$ cat src/rtl/bp_pkg.sv
// Shared branch-prediction types: the in-flight prediction record and chooser helpers.
package bp_pkg;

  localparam int INSTR_BYTES  = 4;
  localparam int MAX_IDX_BITS = 16;

  // idx is sized for the widest supported table; narrower tables zero-extend.
  typedef struct packed {
    logic [MAX_IDX_BITS-1:0] idx;
    logic                    pred_l;
    logic                    pred_g;
    logic [31:0]             target;
  } inflight_t;

  // Weakly-local starting point: one below the midpoint of the counter range.
  function automatic int unsigned chooser_reset_val(int unsigned ctr_bits);
    return (32'd1 << (ctr_bits - 1)) - 32'd1;
  endfunction

endpackage

$ cat src/rtl/meta_sat_table.sv
// Chooser table: saturating counters, asynchronous read, single write port.
module meta_sat_table import bp_pkg::*; #(
  parameter int IDX_BITS = 10,
  parameter int CTR_BITS = 2
) (
  input  logic                clk,
  input  logic                rst_n,
  input  logic [IDX_BITS-1:0] rd_idx,
  output logic [CTR_BITS-1:0] rd_ctr,
  input  logic                wr_en,
  input  logic [IDX_BITS-1:0] wr_idx,
  input  logic                wr_up
);

  localparam int                  ENTRIES  = 1 << IDX_BITS;
  localparam logic [CTR_BITS-1:0] CTR_INIT = CTR_BITS'(chooser_reset_val(CTR_BITS));
  localparam logic [CTR_BITS-1:0] CTR_MAX  = '1;

  logic [CTR_BITS-1:0] ctr [ENTRIES];

  // Same-cycle read of the entry being written sees the old value.
  assign rd_ctr = ctr[rd_idx];

  always_ff @(posedge clk or negedge rst_n) begin
    if (!rst_n) begin
      for (int i = 0; i < ENTRIES; i++) ctr[i] <= CTR_INIT;
    end else if (wr_en) begin
      if (wr_up && ctr[wr_idx] != CTR_MAX)       ctr[wr_idx] <= ctr[wr_idx] + 1'b1;
      else if (!wr_up && ctr[wr_idx] != '0)      ctr[wr_idx] <= ctr[wr_idx] - 1'b1;
    end
  end

endmodule

$ cat src/rtl/tournament_resolver.sv
// Tournament chooser plus redirect resolution; IF predictions wait in an in-flight
// FIFO so ID checks and trains against the original record.
module tournament_resolver import bp_pkg::*; #(
  parameter int IDX_BITS   = 10,
  parameter int CTR_BITS   = 2,
  parameter int DEPTH      = 7,
  parameter int DELAY_SLOT = 1,
  parameter int CNT_W      = 32
) (
  input  logic             CLK,
  input  logic             RESET,
  input  logic             STALL,
  input  logic             IF_Valid,
  input  logic [31:0]      IF_PC,
  input  logic             Pred_L,
  input  logic             Pred_G,
  input  logic             Hit_BTB,
  input  logic [31:0]      Alt_PC_BTB,
  input  logic             Hit_RAS,
  input  logic [31:0]      Alt_PC_RAS,
  input  logic             ID_Valid,
  input  logic [31:0]      ID_PC,
  input  logic             Is_Branch,
  input  logic             Is_Taken,
  input  logic [31:0]      Alt_PC_ID,
  output logic             flush,
  output logic             request_alt_pc,
  output logic [31:0]      alt_address,
  output logic [CNT_W-1:0] miss_count,
  output logic [CNT_W-1:0] branch_count,
  output logic             err_overflow,
  output logic             err_underflow
);

  localparam int          PTR_W     = (DEPTH > 1) ? $clog2(DEPTH) : 1;
  localparam int          OCC_W     = $clog2(DEPTH + 1);
  localparam logic [31:0] STEP      = 32'(INSTR_BYTES);
  localparam logic [31:0] REDIR_OFS = 32'(INSTR_BYTES * (1 + DELAY_SLOT));

  function automatic logic [PTR_W-1:0] ptr_inc(logic [PTR_W-1:0] p);
    return (p == PTR_W'(DEPTH - 1)) ? '0 : p + 1'b1;
  endfunction

  inflight_t        fifo [DEPTH];
  logic [PTR_W-1:0] head, tail;
  logic [OCC_W-1:0] occ;

  logic [IDX_BITS-1:0] if_idx;
  logic [CTR_BITS-1:0] rd_ctr;
  logic                sel_pred, pred_take;
  logic [31:0]         target, correct, redir;
  inflight_t           head_rec, push_rec;
  logic                empty, full, have_head, mispred, pop, push_req, push, keep;
  logic                train_en;
  logic                unused_idx_hi;

  // ---- IF side: chooser select and predicted target
  assign if_idx    = IF_PC[IDX_BITS+1:2];
  assign sel_pred  = rd_ctr[CTR_BITS-1] ? Pred_G : Pred_L;
  assign pred_take = Hit_RAS | (Hit_BTB & sel_pred);
  assign target    = Hit_RAS ? Alt_PC_RAS : (pred_take ? Alt_PC_BTB : IF_PC + STEP);
  assign push_rec  = '{idx: MAX_IDX_BITS'(if_idx), pred_l: Pred_L, pred_g: Pred_G, target: target};

  // ---- ID side: compare against the oldest in-flight record
  assign empty     = (occ == '0);
  assign full      = (occ == OCC_W'(DEPTH));
  assign head_rec  = fifo[head];
  assign correct   = Is_Taken ? Alt_PC_ID : ID_PC + STEP;
  assign redir     = Is_Taken ? Alt_PC_ID : ID_PC + REDIR_OFS;
  assign have_head = ID_Valid & ~empty;
  assign mispred   = have_head & Is_Branch & (head_rec.target != correct);
  assign pop       = have_head & ~STALL;
  assign push_req  = IF_Valid & ~STALL & ~mispred;
  assign push      = push_req & (~full | pop);
  // On a flush only the delay-slot instruction (if fetched) survives.
  assign keep      = (DELAY_SLOT != 0) && (occ > OCC_W'(1));
  assign train_en  = pop & Is_Branch & (head_rec.pred_l != head_rec.pred_g);
  assign unused_idx_hi = ^head_rec.idx;

  meta_sat_table #(.IDX_BITS(IDX_BITS), .CTR_BITS(CTR_BITS)) u_chooser (
    .clk    (CLK),
    .rst_n  (RESET),
    .rd_idx (if_idx),
    .rd_ctr (rd_ctr),
    .wr_en  (train_en),
    .wr_idx (head_rec.idx[IDX_BITS-1:0]),
    .wr_up  (head_rec.pred_g == Is_Taken)
  );

  always_ff @(posedge CLK) begin
    if (push) fifo[tail] <= push_rec;
  end

  always_ff @(posedge CLK or negedge RESET) begin
    if (!RESET) begin
      head <= '0;
      tail <= '0;
      occ  <= '0;
    end else if (!STALL) begin
      if (mispred) begin
        head <= ptr_inc(head);
        tail <= keep ? ptr_inc(ptr_inc(head)) : ptr_inc(head);
        occ  <= keep ? OCC_W'(1) : '0;
      end else begin
        if (push) tail <= ptr_inc(tail);
        if (pop)  head <= ptr_inc(head);
        if (push && !pop)      occ <= occ + 1'b1;
        else if (pop && !push) occ <= occ - 1'b1;
      end
    end
  end

  always_ff @(posedge CLK or negedge RESET) begin
    if (!RESET) begin
      flush          <= 1'b0;
      request_alt_pc <= 1'b0;
      alt_address    <= '0;
      miss_count     <= '0;
      branch_count   <= '0;
      err_overflow   <= 1'b0;
      err_underflow  <= 1'b0;
    end else if (!STALL) begin
      flush          <= mispred;
      request_alt_pc <= mispred | pred_take;
      alt_address    <= mispred ? redir : target;
      if (mispred && miss_count != '1)            miss_count   <= miss_count + 1'b1;
      if (pop && Is_Branch && branch_count != '1) branch_count <= branch_count + 1'b1;
      if (ID_Valid && empty)                      err_underflow <= 1'b1;
      if (push_req && full && !pop)               err_overflow  <= 1'b1;
    end
  end

endmodule

$ cat config.mk
export PLATFORM = sky130hd
export DESIGN_NAME = tournament_resolver
export DESIGN_NICKNAME = d
export VERILOG_FILES = /design/src/rtl/bp_pkg.sv /design/src/rtl/meta_sat_table.sv /design/src/rtl/tournament_resolver.sv
export SDC_FILE = /design/constraint.sdc
export NUM_CORES = 2
export LEC_CHECK = 0
export CAP_MARGIN = 20
export CORE_ASPECT_RATIO = 1.25
export CORE_MARGIN = 2
export CORE_UTILIZATION = 55
export DETAILED_ROUTE_END_ITERATION = 16
export GPL_TIMING_DRIVEN = 1
export PLACE_DENSITY_LB_ADDON = 0.08
export SYNTH_ARGS = -nofsm -noshare
export SYNTH_HDL_FRONTEND = slang
export SYNTH_SLANG_ARGS = --single-unit
$ cat constraint.sdc
create_clock -name CLK -period 10.3 [get_ports CLK]
set_input_delay 2.06 -clock CLK [delete_from_list [all_inputs] [get_ports CLK]]
set_output_delay 2.06 -clock CLK [all_outputs]
set_load 0.01 [all_outputs]
# Word-level counts from Yosys, hierarchy flattened
# Memory sizes are Yosys's and may differ from the RTL's.
# Cells that the tools add are included.
# word_totals
regBits,2157
ramBits,308
elab_cells,1140
memories,1
# op_classes
addsub,12
magnitude_cmp,4
eq_ne,10
muxes,32
bitwise_logic,19
n_reduce_logical,28
# mem_list
name,depth,width,rd,rd_clocked_by_memory_dff,wr,line_no,rtl
fifo,7,44,1,0,1,tournament_resolver.sv:44,inflight_t fifo [DEPTH];
# ops
cell,count
bitwise mux 2048 bit,2
two-way mux 2048 bit,2
two-way mux 32 bit,5
adder 32 x 1 -> 32 bit (second input constant),2
adder 32 x 3 -> 32 bit (second input constant),2
inequality test 32 bit (second input constant),2
binary-select mux 2 bit (select 10 bit),2
two-way mux 3 bit,11
adder 32 x 4 -> 32 bit (second input constant),1
inequality test 32 bit,1
>= comparator 11 bit (second input constant),2
NOT 10 -> 11 bit,2
demux 2 bit (select 10 bit),1
AND reduction 2 bit,8
adder 3 x 1 -> 3 bit (second input constant),4
== test 3 bit (second input constant),4
logical AND 1 bit,11
< comparator 11 x 1 -> 1 bit (second input constant),1
AND 1 bit,10
two-way mux 2 bit,5
nonzero test 2 bit,4
two-way mux 1 bit,4
NOT 1 bit,4
> comparator 3 x 1 -> 1 bit (second input constant),1
other kinds (10),14

# Logic depth before layout (Yosys ltp)
# depth
depth_word,13
ltp_mapped,31
depth_no_buf,19

# Hierarchy
# From an unflattened synthesis, not the netlist that was laid out.
# hier_totals
cells_unflattened,11303
area_unflattened_um2,136644.8
# by_module_without_submodules
mod,n_inst,cells_each,area_per_inst_um2,seq_area_each_um2
meta_sat_table,1,9621,116155.2,52530.4
tournament_resolver,1,1682,20489.7,11976.5

# Least setup slack after synthesis
# Ideal clock, no wire load.
# synth_timing
path_kind,in2reg
start,input port ID_PC[12]
end,"memory fifo[2][0] (netlist bit), enable pin"
setup_time_ns,0.555
arrival_time_ns,9.652
path_slack_ns,0.093
cell_stages,14
n_path_buf,4
cell_sequence,clkbuf_1 nand4_1 nor4_1 and2_1 xor3_1 and2_1 a2111oi_0 nand4_1 or4_1 clkbuf_1 and3_1 clkbuf_1 clkbuf_1 nor4_1
# synth_via
elab_chain_len,9
# synth_rtl
item,line_no,rtl
start: declaration,tournament_resolver.sv:22,"input logic [31:0] ID_PC,"
adder 32 x 3 -> 32 bit,tournament_resolver.sv:68,assign correct = Is_Taken ? Alt_PC_ID : ID_PC + STEP;
two-way mux 32 bit,tournament_resolver.sv:68,
inequality test 32 bit,tournament_resolver.sv:71,assign mispred = have_head & Is_Branch & (head_rec.target != correct);
AND 1 bit,tournament_resolver.sv:71,
NOT 1 bit,tournament_resolver.sv:73,assign push_req = IF_Valid & ~STALL & ~mispred;
AND 1 bit,tournament_resolver.sv:73,
AND 1 bit,tournament_resolver.sv:74,assign push = push_req & (~full | pop);
two-way mux 1 bit,tournament_resolver.sv:91,if (push) fifo[tail] <= push_rec;
two-way mux 1 bit (implied by the code),tournament_resolver.sv:91,
end: declaration,tournament_resolver.sv:44,
# No other way between the ends.

==> run_results.csv <==
group,metric,value,unit
cts,tritoncts,"done",
timing,fmax,111,MHz
floorplan,io_pins,271,
synth,synth_edf_count,308,
worst_setup_path,worstPathCellList,"mux2_1 > o22ai_1 > a211o_4 > buf_4 > buf_4 > mux4_2 > a22oi_1 > a41oi_1 > nor4_1 > o22ai_1 > nor4_4 > buf_4 > inv_1 > ha_1 > a21oi_1 > o21ai_1 > or2_2 > nor2_1 > nand2_1 > mux2_2",
synth,synthesis.area,0.124,mm^2
placed_design,post_dp_cell_area,0.130,mm^2
synth,async_flop_share,87.5,%
cts,clock_latency,950,ps
floorplan,core-area,0.224,mm^2
cts,post_cts_buffers,0,
timing,slew_headroom,9.41,%
timing,fin_setup_tns,0,ps
drt,drtIter0Drc,10900,
timing,hold_violations,0,
cts,cts.path.max_buffers,4,
synth,yosys_warnings,0,
placed_design,dpl.hpwl,284,mm
worst_hold_path,hold_path.class,"reg2reg",
pwr,ir_drop,0.000508,V
global_route,grt_usage,39.4,%
drt,top_layer,"met5",
run,cap_violations,0,
synth,syn_inst,9779,
worst_setup_path,cp_common_cell,"buf_4",
drt,wl_per_cell,35.1,um
drt,dr.pass1.iters,8,
placed_design,portBuffers,270,
worst_setup_path,arrival,9800,ps
drt,totalWireLength,456,mm
worst_setup_path,path_max_fanout,29,
drt,drc,0,
timing,skew,62.9,ps
worst_setup_path,end_kind,"register",
cells_and_area,finalNetCount,9990,
drt,wl_met1,165,mm
placed_design,place_congestion,0.971,
synth,ys_types,79,
drt,vias,90600,
cts,ctsHoldBuffers,0,
global_route,grt_pass1_vias,90800,
pwr,power_density,225,mW/mm^2
synth,yosysSeqAreaShare,52.2,%
timing,rsz0062_at_grt,"no",
cts,htree_levels,4,
cells_and_area,postLayoutCoreUtil,62.0,%
cells_and_area,area_growth,12.1,%
pwr,p_total,0.0313,W
global_route,grt_overflow,0,
floorplan,rows,194,
cts,post_cts_resized,0,
floorplan,dieArea,0.229,mm^2
cts,path_clk_slew,60,ps
floorplan,fp.dieW,428,um
floorplan,start_util,55.3,%
status,outcome,"finished clean",
floorplan,die_h,534,um
cells_and_area,drive_gt1_share,41.1,%
worst_setup_path,worstSetupStartpointType,"register",
cells_and_area,fillers,17300,
synth,syn_avg_cell_area,12.6,um^2
cts,cts_root_buf,"clkbuf_16",
drt,ant_nets,0,
timing,fin_crit_sh,87.2,%
timing,finalSetupViolCount,0,
pwr,leakagePower,55.4,nW
timing,fin_crit,8980,ps
cells_and_area,final_area,0.139,mm^2
drt,dr_wl_met2,205,mm
synth,ys_seq_elements,2465,
synth,syn-num-nets,9961,
drt,met3_length,47.8,mm
worst_setup_path,path_class,"reg2reg",
cts,cts_sinks,2465,
worst_setup_path,cp_slowest_cell,"nor2_1",
global_route,grt_max_degree,265,
timing,maxSlewViolCount,0,
timing,worst_slew_pin_slew,1360,ps
worst_setup_path,cp.required,11120,ps
worst_setup_path,slowest_delay,950,ps
cts,cts_made_buffers,247,
synth,ys.flop_type,"dfrtp_1",
global_route,grt_pass1_wl,655,mm
drt,vias_per_cell,6.99,
global_route,antenna_found_initial,25,
## per-stage QoR
stage | cells | worst slack (ps) | hold slack (ps)
finish | 13000 | 1320 | 469
global route | 13000 | 1300 | 493
CTS | 12900 | 1610 | 479
detailed placement | 12500 | 1670 | 465
global placement | 12500 | 1680 | 459
floorplan | 9779 | 93.3 | 460
## power breakdown
| part | switching (W) | internal, W |
|---|---|---|
| Combinational | 0.00880 | 0.00246 |
| Sequential | 0.000207 | 0.0102 |
| Clock | 0.00401 | 0.00556 |
## routing by layer
layer	global-route usage, %	vias up
met5	0	-
met4	27.6	20
met3	11.1	1616
met2	60.5	5458
met1	48.3	46900
li1	-	36600
## final cells by class
type / instances / area [um^2] / area share [%]
sequential: 2465 / 64500 / 46.5
multi-input combinational: 6476 / 56100 / 40.4
clock buffer: 363 / 7260 / 5.24
timing repair buffer: 579 / 5670 / 4.09
tap: 2940 / 3680 / 2.65
clock inverter: 92 / 1240 / 0.892
inverter: 39 / 149 / 0.107
antenna: 16 / 40.0 / 0.0289
## kinds of logic (layout without fill, tap and decap cells)
group / Yosys count / after routing / share of synthesized area, %
AND/OR/NAND/NOR: 2189 / 2189 / 7.38
multiplexers: 2511 / 2511 / 27.3
buffers and inverters: 838 / 1073 / 2.79
flip-flops: 2465 / 2465 / 52.2
AO/OA/AOI/OAI: 1602 / 1602 / 9.08
other: 0 / 16 / 0
adder cells (fa/ha/maj): 11 / 11 / 0.111
XOR/XNOR: 163 / 163 / 1.17
## worst paths after layout
check / start / endpoint / slack (ps) / cells after the start
min in group asynchronous: RESET / u_chooser.ctr[1183]$_DFFE_PN0P_ / 1210 / 1
hold / removal: err_underflow$_DFFE_PN0P_ / err_underflow$_DFFE_PN0P_ / 470 / 1
setup / recovery: head[0]$_DFFE_PN0P_ / register / 1320 / 20
setup reg to reg: head[0]$_DFFE_PN0P_ / register / 1320 / 20
max in group asynchronous: RESET / u_chooser.ctr[989]$_DFFE_PN0P_ / 6620 / 3
hold reg to reg: err_underflow$_DFFE_PN0P_ / err_underflow$_DFFE_PN0P_ / 470 / 1
## cell usage in the layout (no fill, tap or decap), drive strengths merged, types with 30 or more instances in the layout
cell and n:
o21ai 432, clkdlybuf4s50 261, mux4 513, buf 317
a221oi 215, clkinv 49, nand3 68, xor2 79
nor2b 38, nand2b 39, mux2 1759, dfrtp 1133
o221ai 42, a22o 195, nor4 47, dfstp 1024
nand2 917, xnor2 83, and2 30, a21oi 131
o22ai 134, a41oi 43, nand4 34, a22oi 246
edfxtp 308, mux2i 239, nor3 63, clkbuf 364
inv 40, nor2 876
## synthesized netlist by cell type, drive strengths merged (16+ instances only)
cell / number / area [um^2]
o21ai: 432 / 2160
dfrtp: 1133 / 28400
nand3: 68 / 340
o41ai: 26 / 228
mux2: 1759 / 19800
o211ai: 16 / 120
o31ai: 16 / 120
xnor2: 83 / 727
nand4: 34 / 213
buf: 260 / 1280
nor2: 876 / 3290
nor2b: 38 / 238
a22o: 195 / 1710
nor4: 47 / 309
a41oi: 43 / 377
o221ai: 42 / 368
a221oi: 215 / 1880
inv: 38 / 143
and3: 25 / 156
xor2: 79 / 692
dfstp: 1024 / 26900
nand2: 917 / 3440
a21oi: 131 / 656
o22ai: 134 / 838
nand2b: 39 / 244
and2: 30 / 188
mux4: 513 / 11600
a22oi: 246 / 1850
nor3: 63 / 315
clkbuf: 539 / 2020
edfxtp: 308 / 9250
mux2i: 239 / 2390
## critical path: cells and delay by family, from the launching register on
kind,cells,cell delay [ps]
multiplexers,3,1150
adder cells (fa/ha/maj),1,200
AO/OA/AOI/OAI,7,2120
AND/OR/NAND/NOR,5,2980
buffers and inverters,4,1550
flip-flops,1,750
Note: power is estimated with default switching activity, not from simulation.
